[src/rtl/mips_step_sequencer_pkg.sv]
// Shared FSM state encodings and sizing helpers for the step sequencer.
// Latency: n/a.  Backpressure: n/a.
package mips_step_pkg;

  localparam logic [1:0] ST_IDLE   = 2'd0;
  localparam logic [1:0] ST_SETTLE = 2'd1;
  localparam logic [1:0] ST_SAMPLE = 2'd2;
  localparam logic [1:0] ST_DONE   = 2'd3;

  function automatic int ptr_w(input int depth);
    return (depth > 2) ? $clog2(depth) : 1;
  endfunction

  function automatic int trace_w(input int addr_w, input int data_w);
    return addr_w + data_w;
  endfunction

endpackage

[src/rtl/mips_step_sequencer_if.sv]
// Control, core-feedback and trace-read signals of the step sequencer; master = host/core side.
// Latency: n/a.  Backpressure: trace reads are host-paced, FIFO full drops samples.
interface mips_step_sequencer_if #(
  parameter int ADDR_W  = 32,
  parameter int DATA_W  = 32,
  parameter int STEPS_W = 8
);
  logic                     start;
  logic [STEPS_W-1:0]       num_steps;
  logic [ADDR_W-1:0]        pc_next_i;
  logic [DATA_W-1:0]        result_i;
  logic [ADDR_W-1:0]        pc_o;
  logic                     busy;
  logic                     done;
  logic [STEPS_W-1:0]       step_idx;
  logic                     overflow;
  logic                     trace_rd_en;
  logic [ADDR_W+DATA_W-1:0] trace_rd_data;
  logic                     trace_empty;
  logic                     trace_full;
`ifdef STEP_HALT_EN
  logic [ADDR_W-1:0]        halt_pc_i;
  logic                     halted;

  modport master (
    output start, num_steps, pc_next_i, result_i, trace_rd_en, halt_pc_i,
    input  pc_o, busy, done, step_idx, overflow, trace_rd_data, trace_empty, trace_full, halted
  );
  modport slave (
    input  start, num_steps, pc_next_i, result_i, trace_rd_en, halt_pc_i,
    output pc_o, busy, done, step_idx, overflow, trace_rd_data, trace_empty, trace_full, halted
  );
`else
  modport master (
    output start, num_steps, pc_next_i, result_i, trace_rd_en,
    input  pc_o, busy, done, step_idx, overflow, trace_rd_data, trace_empty, trace_full
  );
  modport slave (
    input  start, num_steps, pc_next_i, result_i, trace_rd_en,
    output pc_o, busy, done, step_idx, overflow, trace_rd_data, trace_empty, trace_full
  );
`endif
endinterface

[src/rtl/mips_step_sequencer_fifo.sv]
// Generic first-word-fall-through FIFO, power-of-two depth, synchronous reset.
// Latency: push visible at head next cycle.  Backpressure: push_ok low when full unless popping.
module mips_trace_fifo
  import mips_step_pkg::*;
#(
  parameter int WIDTH = 64,
  parameter int DEPTH = 32
) (
  input  logic             clock,
  input  logic             reset,
  input  logic             push,
  input  logic [WIDTH-1:0] push_data,
  output logic             push_ok,
  input  logic             pop,
  output logic [WIDTH-1:0] pop_data,
  output logic             empty,
  output logic             full
);
  localparam int         PW      = ptr_w(DEPTH);
  localparam logic [PW:0] DEPTH_C = (PW+1)'(DEPTH);

  logic [WIDTH-1:0] mem [DEPTH];
  logic [PW-1:0]    wr_ptr;
  logic [PW-1:0]    rd_ptr;
  logic [PW:0]      count;
  logic             pop_ok;
  logic             wr_en;

  assign empty    = (count == '0);
  assign full     = (count == DEPTH_C);
  assign pop_ok   = pop & ~empty;
  // A full FIFO still accepts when the head leaves in the same cycle.
  assign push_ok  = ~full | pop_ok;
  assign wr_en    = push & push_ok;
  assign pop_data = mem[rd_ptr];

  always_ff @(posedge clock) begin
    if (wr_en) mem[wr_ptr] <= push_data;
  end

  always_ff @(posedge clock) begin
    if (reset) begin
      wr_ptr <= '0;
      rd_ptr <= '0;
      count  <= '0;
    end else begin
      if (wr_en)  wr_ptr <= wr_ptr + PW'(1);
      if (pop_ok) rd_ptr <= rd_ptr + PW'(1);
      case ({wr_en, pop_ok})
        2'b10:   count <= count + (PW+1)'(1);
        2'b01:   count <= count - (PW+1)'(1);
        default: count <= count;
      endcase
    end
  end

endmodule

[src/rtl/mips_step_sequencer.sv]
// Steps a combinational core: drive pc_o, settle, sample {pc,result} into a trace FIFO; STEP_HALT_EN adds halt-PC stop.
// Latency: SETTLE_CYCLES+1 clocks per step, done one cycle after the last sample.
// Backpressure: none on the run; samples hitting a full trace FIFO are dropped and flag overflow.
module mips_step_sequencer
  import mips_step_pkg::*;
#(
  parameter int                ADDR_W        = 32,
  parameter int                DATA_W        = 32,
  parameter int                STEPS_W       = 8,
  parameter int                SETTLE_CYCLES = 4,
  parameter int                TRACE_DEPTH   = 32,
  parameter logic [ADDR_W-1:0] RESET_PC      = '0
) (
  input  logic                  clock,
  input  logic                  reset,
  mips_step_sequencer_if.slave  bus
);
  typedef struct packed {
    logic [ADDR_W-1:0] pc;
    logic [DATA_W-1:0] result;
  } trace_t;

  localparam int               CNT_W         = $clog2(SETTLE_CYCLES + 1);
  localparam logic [CNT_W-1:0] SETTLE_RELOAD = CNT_W'(SETTLE_CYCLES - 1);

  logic [1:0]         state;
  logic [CNT_W-1:0]   settle_cnt;
  logic [STEPS_W-1:0] steps_left;
  logic [STEPS_W-1:0] step_idx;
  logic [ADDR_W-1:0]  pc_q;
  logic               overflow_q;
  logic               push;
  logic               push_ok;
  logic               halt_hit;
  logic               last_step;
  trace_t             wr_entry;

  assign push      = (state == ST_SAMPLE);
  assign wr_entry  = '{pc: pc_q, result: bus.result_i};
  assign last_step = (steps_left == STEPS_W'(1)) || halt_hit;

`ifdef STEP_HALT_EN
  logic halted_q;

  assign halt_hit   = (bus.pc_next_i == bus.halt_pc_i);
  assign bus.halted = halted_q;

  always_ff @(posedge clock) begin
    if (reset)                                 halted_q <= 1'b0;
    else if (state == ST_IDLE && bus.start)    halted_q <= 1'b0;
    else if (push && halt_hit)                 halted_q <= 1'b1;
  end
`else
  assign halt_hit = 1'b0;
`endif

  always_ff @(posedge clock) begin
    if (reset) begin
      state      <= ST_IDLE;
      settle_cnt <= '0;
      steps_left <= '0;
      step_idx   <= '0;
      pc_q       <= RESET_PC;
      overflow_q <= 1'b0;
    end else begin
      case (state)
        ST_IDLE: begin
          // pc_q is left alone so a new run continues where the last stopped.
          if (bus.start) begin
            step_idx   <= '0;
            overflow_q <= 1'b0;
            steps_left <= bus.num_steps;
            settle_cnt <= SETTLE_RELOAD;
            state      <= (bus.num_steps != '0) ? ST_SETTLE : ST_DONE;
          end
        end
        ST_SETTLE: begin
          if (settle_cnt == '0) state <= ST_SAMPLE;
          else                  settle_cnt <= settle_cnt - CNT_W'(1);
        end
        ST_SAMPLE: begin
          pc_q       <= bus.pc_next_i;
          step_idx   <= step_idx + STEPS_W'(1);
          steps_left <= steps_left - STEPS_W'(1);
          settle_cnt <= SETTLE_RELOAD;
          if (!push_ok) overflow_q <= 1'b1;
          state <= last_step ? ST_DONE : ST_SETTLE;
        end
        ST_DONE:  state <= ST_IDLE;
        default:  state <= ST_IDLE;
      endcase
    end
  end

  assign bus.pc_o     = pc_q;
  assign bus.busy     = (state == ST_SETTLE) || (state == ST_SAMPLE);
  assign bus.done     = (state == ST_DONE);
  assign bus.step_idx = step_idx;
  assign bus.overflow = overflow_q;

  mips_trace_fifo #(
    .WIDTH (trace_w(ADDR_W, DATA_W)),
    .DEPTH (TRACE_DEPTH)
  ) u_trace_fifo (
    .clock     (clock),
    .reset     (reset),
    .push      (push),
    .push_data (wr_entry),
    .push_ok   (push_ok),
    .pop       (bus.trace_rd_en),
    .pop_data  (bus.trace_rd_data),
    .empty     (bus.trace_empty),
    .full      (bus.trace_full)
  );

endmodule

[src/flat_wrapper.sv]
// flat-port wrapper written by rule: the top's interface ports become plain ports
module mips_step_sequencer_flat import mips_step_pkg::*;
#(
  parameter int                ADDR_W        = 32,
  parameter int                DATA_W        = 32,
  parameter int                STEPS_W       = 8,
  parameter int                SETTLE_CYCLES = 4,
  parameter int                TRACE_DEPTH   = 32,
  parameter logic [ADDR_W-1:0] RESET_PC      = '0
)
  (clock, reset, bus_start, bus_num_steps, bus_pc_next_i, bus_result_i, bus_trace_rd_en, bus_pc_o, bus_busy, bus_done, bus_step_idx, bus_overflow, bus_trace_rd_data, bus_trace_empty, bus_trace_full);
  mips_step_sequencer_if #(.ADDR_W(ADDR_W), .DATA_W(DATA_W), .STEPS_W(STEPS_W)) bus_i ();
  input  logic clock;
  input  logic reset;
  input wire logic [$bits(bus_i.start)-1:0] bus_start;
  input wire logic [$bits(bus_i.num_steps)-1:0] bus_num_steps;
  input wire logic [$bits(bus_i.pc_next_i)-1:0] bus_pc_next_i;
  input wire logic [$bits(bus_i.result_i)-1:0] bus_result_i;
  input wire logic [$bits(bus_i.trace_rd_en)-1:0] bus_trace_rd_en;
  output wire logic [$bits(bus_i.pc_o)-1:0] bus_pc_o;
  output wire logic [$bits(bus_i.busy)-1:0] bus_busy;
  output wire logic [$bits(bus_i.done)-1:0] bus_done;
  output wire logic [$bits(bus_i.step_idx)-1:0] bus_step_idx;
  output wire logic [$bits(bus_i.overflow)-1:0] bus_overflow;
  output wire logic [$bits(bus_i.trace_rd_data)-1:0] bus_trace_rd_data;
  output wire logic [$bits(bus_i.trace_empty)-1:0] bus_trace_empty;
  output wire logic [$bits(bus_i.trace_full)-1:0] bus_trace_full;
  assign bus_i.start = bus_start;
  assign bus_i.num_steps = bus_num_steps;
  assign bus_i.pc_next_i = bus_pc_next_i;
  assign bus_i.result_i = bus_result_i;
  assign bus_i.trace_rd_en = bus_trace_rd_en;
  assign bus_pc_o = bus_i.pc_o;
  assign bus_busy = bus_i.busy;
  assign bus_done = bus_i.done;
  assign bus_step_idx = bus_i.step_idx;
  assign bus_overflow = bus_i.overflow;
  assign bus_trace_rd_data = bus_i.trace_rd_data;
  assign bus_trace_empty = bus_i.trace_empty;
  assign bus_trace_full = bus_i.trace_full;
  mips_step_sequencer #(.ADDR_W(ADDR_W), .DATA_W(DATA_W), .STEPS_W(STEPS_W), .SETTLE_CYCLES(SETTLE_CYCLES), .TRACE_DEPTH(TRACE_DEPTH), .RESET_PC(RESET_PC)) u_core (.clock(clock), .reset(reset), .bus(bus_i));
endmodule
[config.mk]
export PLATFORM = sky130hd
export DESIGN_NAME = mips_step_sequencer_flat
export DESIGN_NICKNAME = d
export VERILOG_FILES = /design/src/rtl/mips_step_sequencer_pkg.sv /design/src/rtl/mips_step_sequencer_if.sv /design/src/rtl/mips_step_sequencer_fifo.sv /design/src/rtl/mips_step_sequencer.sv /design/src/flat_wrapper.sv
export SDC_FILE = /design/constraint.sdc
export NUM_CORES = 2
export LEC_CHECK = 0
export ABC_AREA = 1
export CAP_MARGIN = 30
export CORE_ASPECT_RATIO = 2
export CORE_UTILIZATION = 32
export CTS_BUF_LIST = sky130_fd_sc_hd__clkbuf_16
export DETAILED_ROUTE_END_ITERATION = 8
export GPL_TIMING_DRIVEN = 1
export PLACE_DENSITY = 0.47
export SKIP_CTS_REPAIR_TIMING = 1
export SYNTH_ARGS = -nofsm -noshare
export SYNTH_HDL_FRONTEND = slang
export SYNTH_SLANG_ARGS = --single-unit
[constraint.sdc]
create_clock -name clock -period 17.05 [get_ports clock]
set_input_delay 3.41 -clock clock [delete_from_list [all_inputs] [get_ports clock]]
set_output_delay 3.41 -clock clock [all_outputs]
set_load 0.01 [all_outputs]
==> results.toml <==
[floorplanning]
core_um2 = 264000
die_x_um = 367
core.rowCount = 267
dieArea_um2 = 268000
ios = 185
die_y_um = 731
initial_core_util = 0.322

[timing]
worst_pin_slew_ps = 1260
worst_clock_skew_ps = 67.8
slew_headroom = 0.162
fin_crit_ps = 10400
finalCritPeriodShare = 0.610
finalHoldViolations = 0
rsz0062_at_grt = "no"
setup_viol = 0
tns_ps = 0
final_max_slew_viol_count = 0
fmax_ghz = 0.0962

[grt]
antenna_found_initial = 10
grt-ovfl-total = 0
grt_pass1_vias = 55600
grt_pass1_wl_um = 399000
grt_max_degree = 243
grt_use_total = 0.204

[min_path]
worst_hold_path_type = "reg -> reg"

[yosys]
yosysWarnings = 0
syn-cell-area_um2 = 85000
synth-seq-cells = 2123
yosysSeqAreaShare = 0.741
syn_avg_cell_area_um2 = 11.9
netlist_instances = 7121
synth_area_leaders = "edfxtp_1, nand3_1, nand2_1"
synth_cell_types = 29
synth.top_cell.area_share = 0.723
yosysTopAreaCell = "edfxtp_1"
synth_nets = 7216

[cells_and_area]
final_util = 0.369
post_layout_nonfiller_instances = 10900
syn_to_final_growth_pct = 14.6
nets = 7341
post_route_cells_drive_above_1_share = 0.0687

[pwr]
p_leak_nw = 34.1
powerDensity_nw_per_um2 = 141
max-vdd-ir-drop_mv = 0.0872

[critical_path]
path_class = "reg -> out"
cp_data_arrival_time_ps = 6990
worst-path-max-fanout = 83
cp-start-kind = "register"
required_ps = 13640
end_kind = "output port"

[clock_tree]
clk-insertion-delay-late_ps = 870
cts_tree = "done"
htree_levels = 4
cts.sinks = 2123
clkTransAtPathRegs_ps = 60
cts_root_buf = "clkbuf_16"
numCtsBuffers = 196
clk_path_buf_depth = 4

[route]
vias_per_cell = 5.14
wl_met2_um = 146000
top_layer_used = "met5"
ant_nets = 0
vias = 56000
wirelength_um = 279000
dr.pass1.iters = 6
met1Wirelength_um = 112000
drc = 0
drt_iter0_drc = 4566
dr_wl_met3_um = 11700
wl_per_cell_um = 25.6

[placement]
globalplace.congestion = 0.758
dp.cells = 10500
port_buffers = 184
dp_hpwl_um = 144000

[flow_run]
drv_cap = 0

[outcome]
outcome = "finished clean"
routing by layer:
| metal | vias to the layer above | GRT usage |
|---|---|---|
| met1 | 28500 | 0.246 |
| met4 | 2 | 0.0667 |
| met2 | 1545 | 0.377 |
| met5 | - | 0 |
| met3 | 424 | 0.0199 |
| li1 | 25500 | - |
worst paths after layout:
path                                                   start                               to  slack (ps)  cells after the start
worst max-delay path                                register             bus_trace_rd_data[6]        6650                     14
worst min register to register           u_core.bus.overflow              u_core.bus.overflow         490                      2
worst max register to register  u_core.u_trace_fifo.count[0]  u_core.u_trace_fifo.mem[12][15]       13180                      7
worst min-delay path                     u_core.bus.overflow              u_core.bus.overflow         490                      2
cell families after synthesis:
family	Yosys count	synth area share
and+or+nand+nor	4353	0.221
DFF	2123	0.741
buffers and inverters	523	0.0292
AOI/OAI and AO/OA	99	0.00597
adders and majority gates	19	0.00288
xor gates and xnor gates	4	0.000412
per-stage QoR:
step	instance area (um2)	total power [mW]	hold WS (ps)	setup WS, ps
floorplan	85000	8.25	456	8280
global placement	90500	9.54	468	6780
detailed placement	91100	9.60	480	7120
CTS	97100	13.8	500	6190
global route	97500	14.3	525	6170
finish	97500	13.7	485	6650
cells in the final DEF, fill, tap and decap left out, types with 28 or more instances in the layout:
master              n
nand3_1          1874
clkbuf_16         205
o21ai_0            64
nand2_1          2312
dfxtp_1            65
buf_4             162
nor3_2             32
nor2_1            111
clkinv_1           50
inv_1              96
a21oi_1            28
clkdlybuf4s50_1   184
edfxtp_1         2048
critical path: stages, from the launching register on:
cell	delay, ps
dfxtp_4	860
buf_4	810
buf_4	350
buf_16	340
buf_4	240
buf_16	310
buf_4	760
buf_4	770
nand2_1	110
nand3_1	120
nand3_1	90
nand3_1	120
nand3_1	110
nand2_1	300
clkdlybuf4s50_1	620
state kept, by name, indices dropped and copies added (netlist names), named ones only:
register / flops
u_core.u_trace_fifo.count: 6
u_core.u_trace_fifo.rd_ptr: 5
u_core.bus.step_idx: 8
u_core.bus.pc_o: 32
u_core.state: 2
u_core.u_trace_fifo.mem: 2048
u_core.u_trace_fifo.wr_ptr: 5
u_core.steps_left: 8
u_core.bus.overflow: 1
u_core.settle_cnt: 3
cells in the mapped netlist:
cell	number
nor4_1	1
clkinv_1	3
o21ai_0	64
buf_6	15
ha_1	18
nand3b_1	1
buf_2	295
fa_1	1
nor2_1	111
o21ai_1	1
a21oi_1	28
a211oi_1	3
inv_2	2
nand2_1	2313
inv_1	54
xnor2_1	2
nand3_1	1874
dfxtp_1	75
a31oi_1	2
buf_1	44
inv_4	1
xor2_1	2
buf_4	10
edfxtp_1	2048
nand4_1	7
clkbuf_1	99
nor3b_1	2
o21bai_1	1
nor3_1	44
final cells by class:
type	instances	area [um2]
flip-flops and latches	2123	63000
well taps	3497	4380
clock buffers	201	5030
repair buffers	390	4090
fillers	25300	167000
inverters	60	269
multi-input cells	4475	19700
clock inverters	143	931
diodes	5	12.5
power by group:
part | total [mW] | leakage (nW) | switching [mW] | internal, mW
Combinational | 3.26 | 11.8 | 2.27 | 0.988
Sequential | 6.20 | 19.3 | 0.136 | 6.06
Clock | 4.25 | 3.10 | 1.95 | 2.29
Total | 13.7 | 34.1 | 4.36 | 9.34
(Power assumes the default switching activity.)
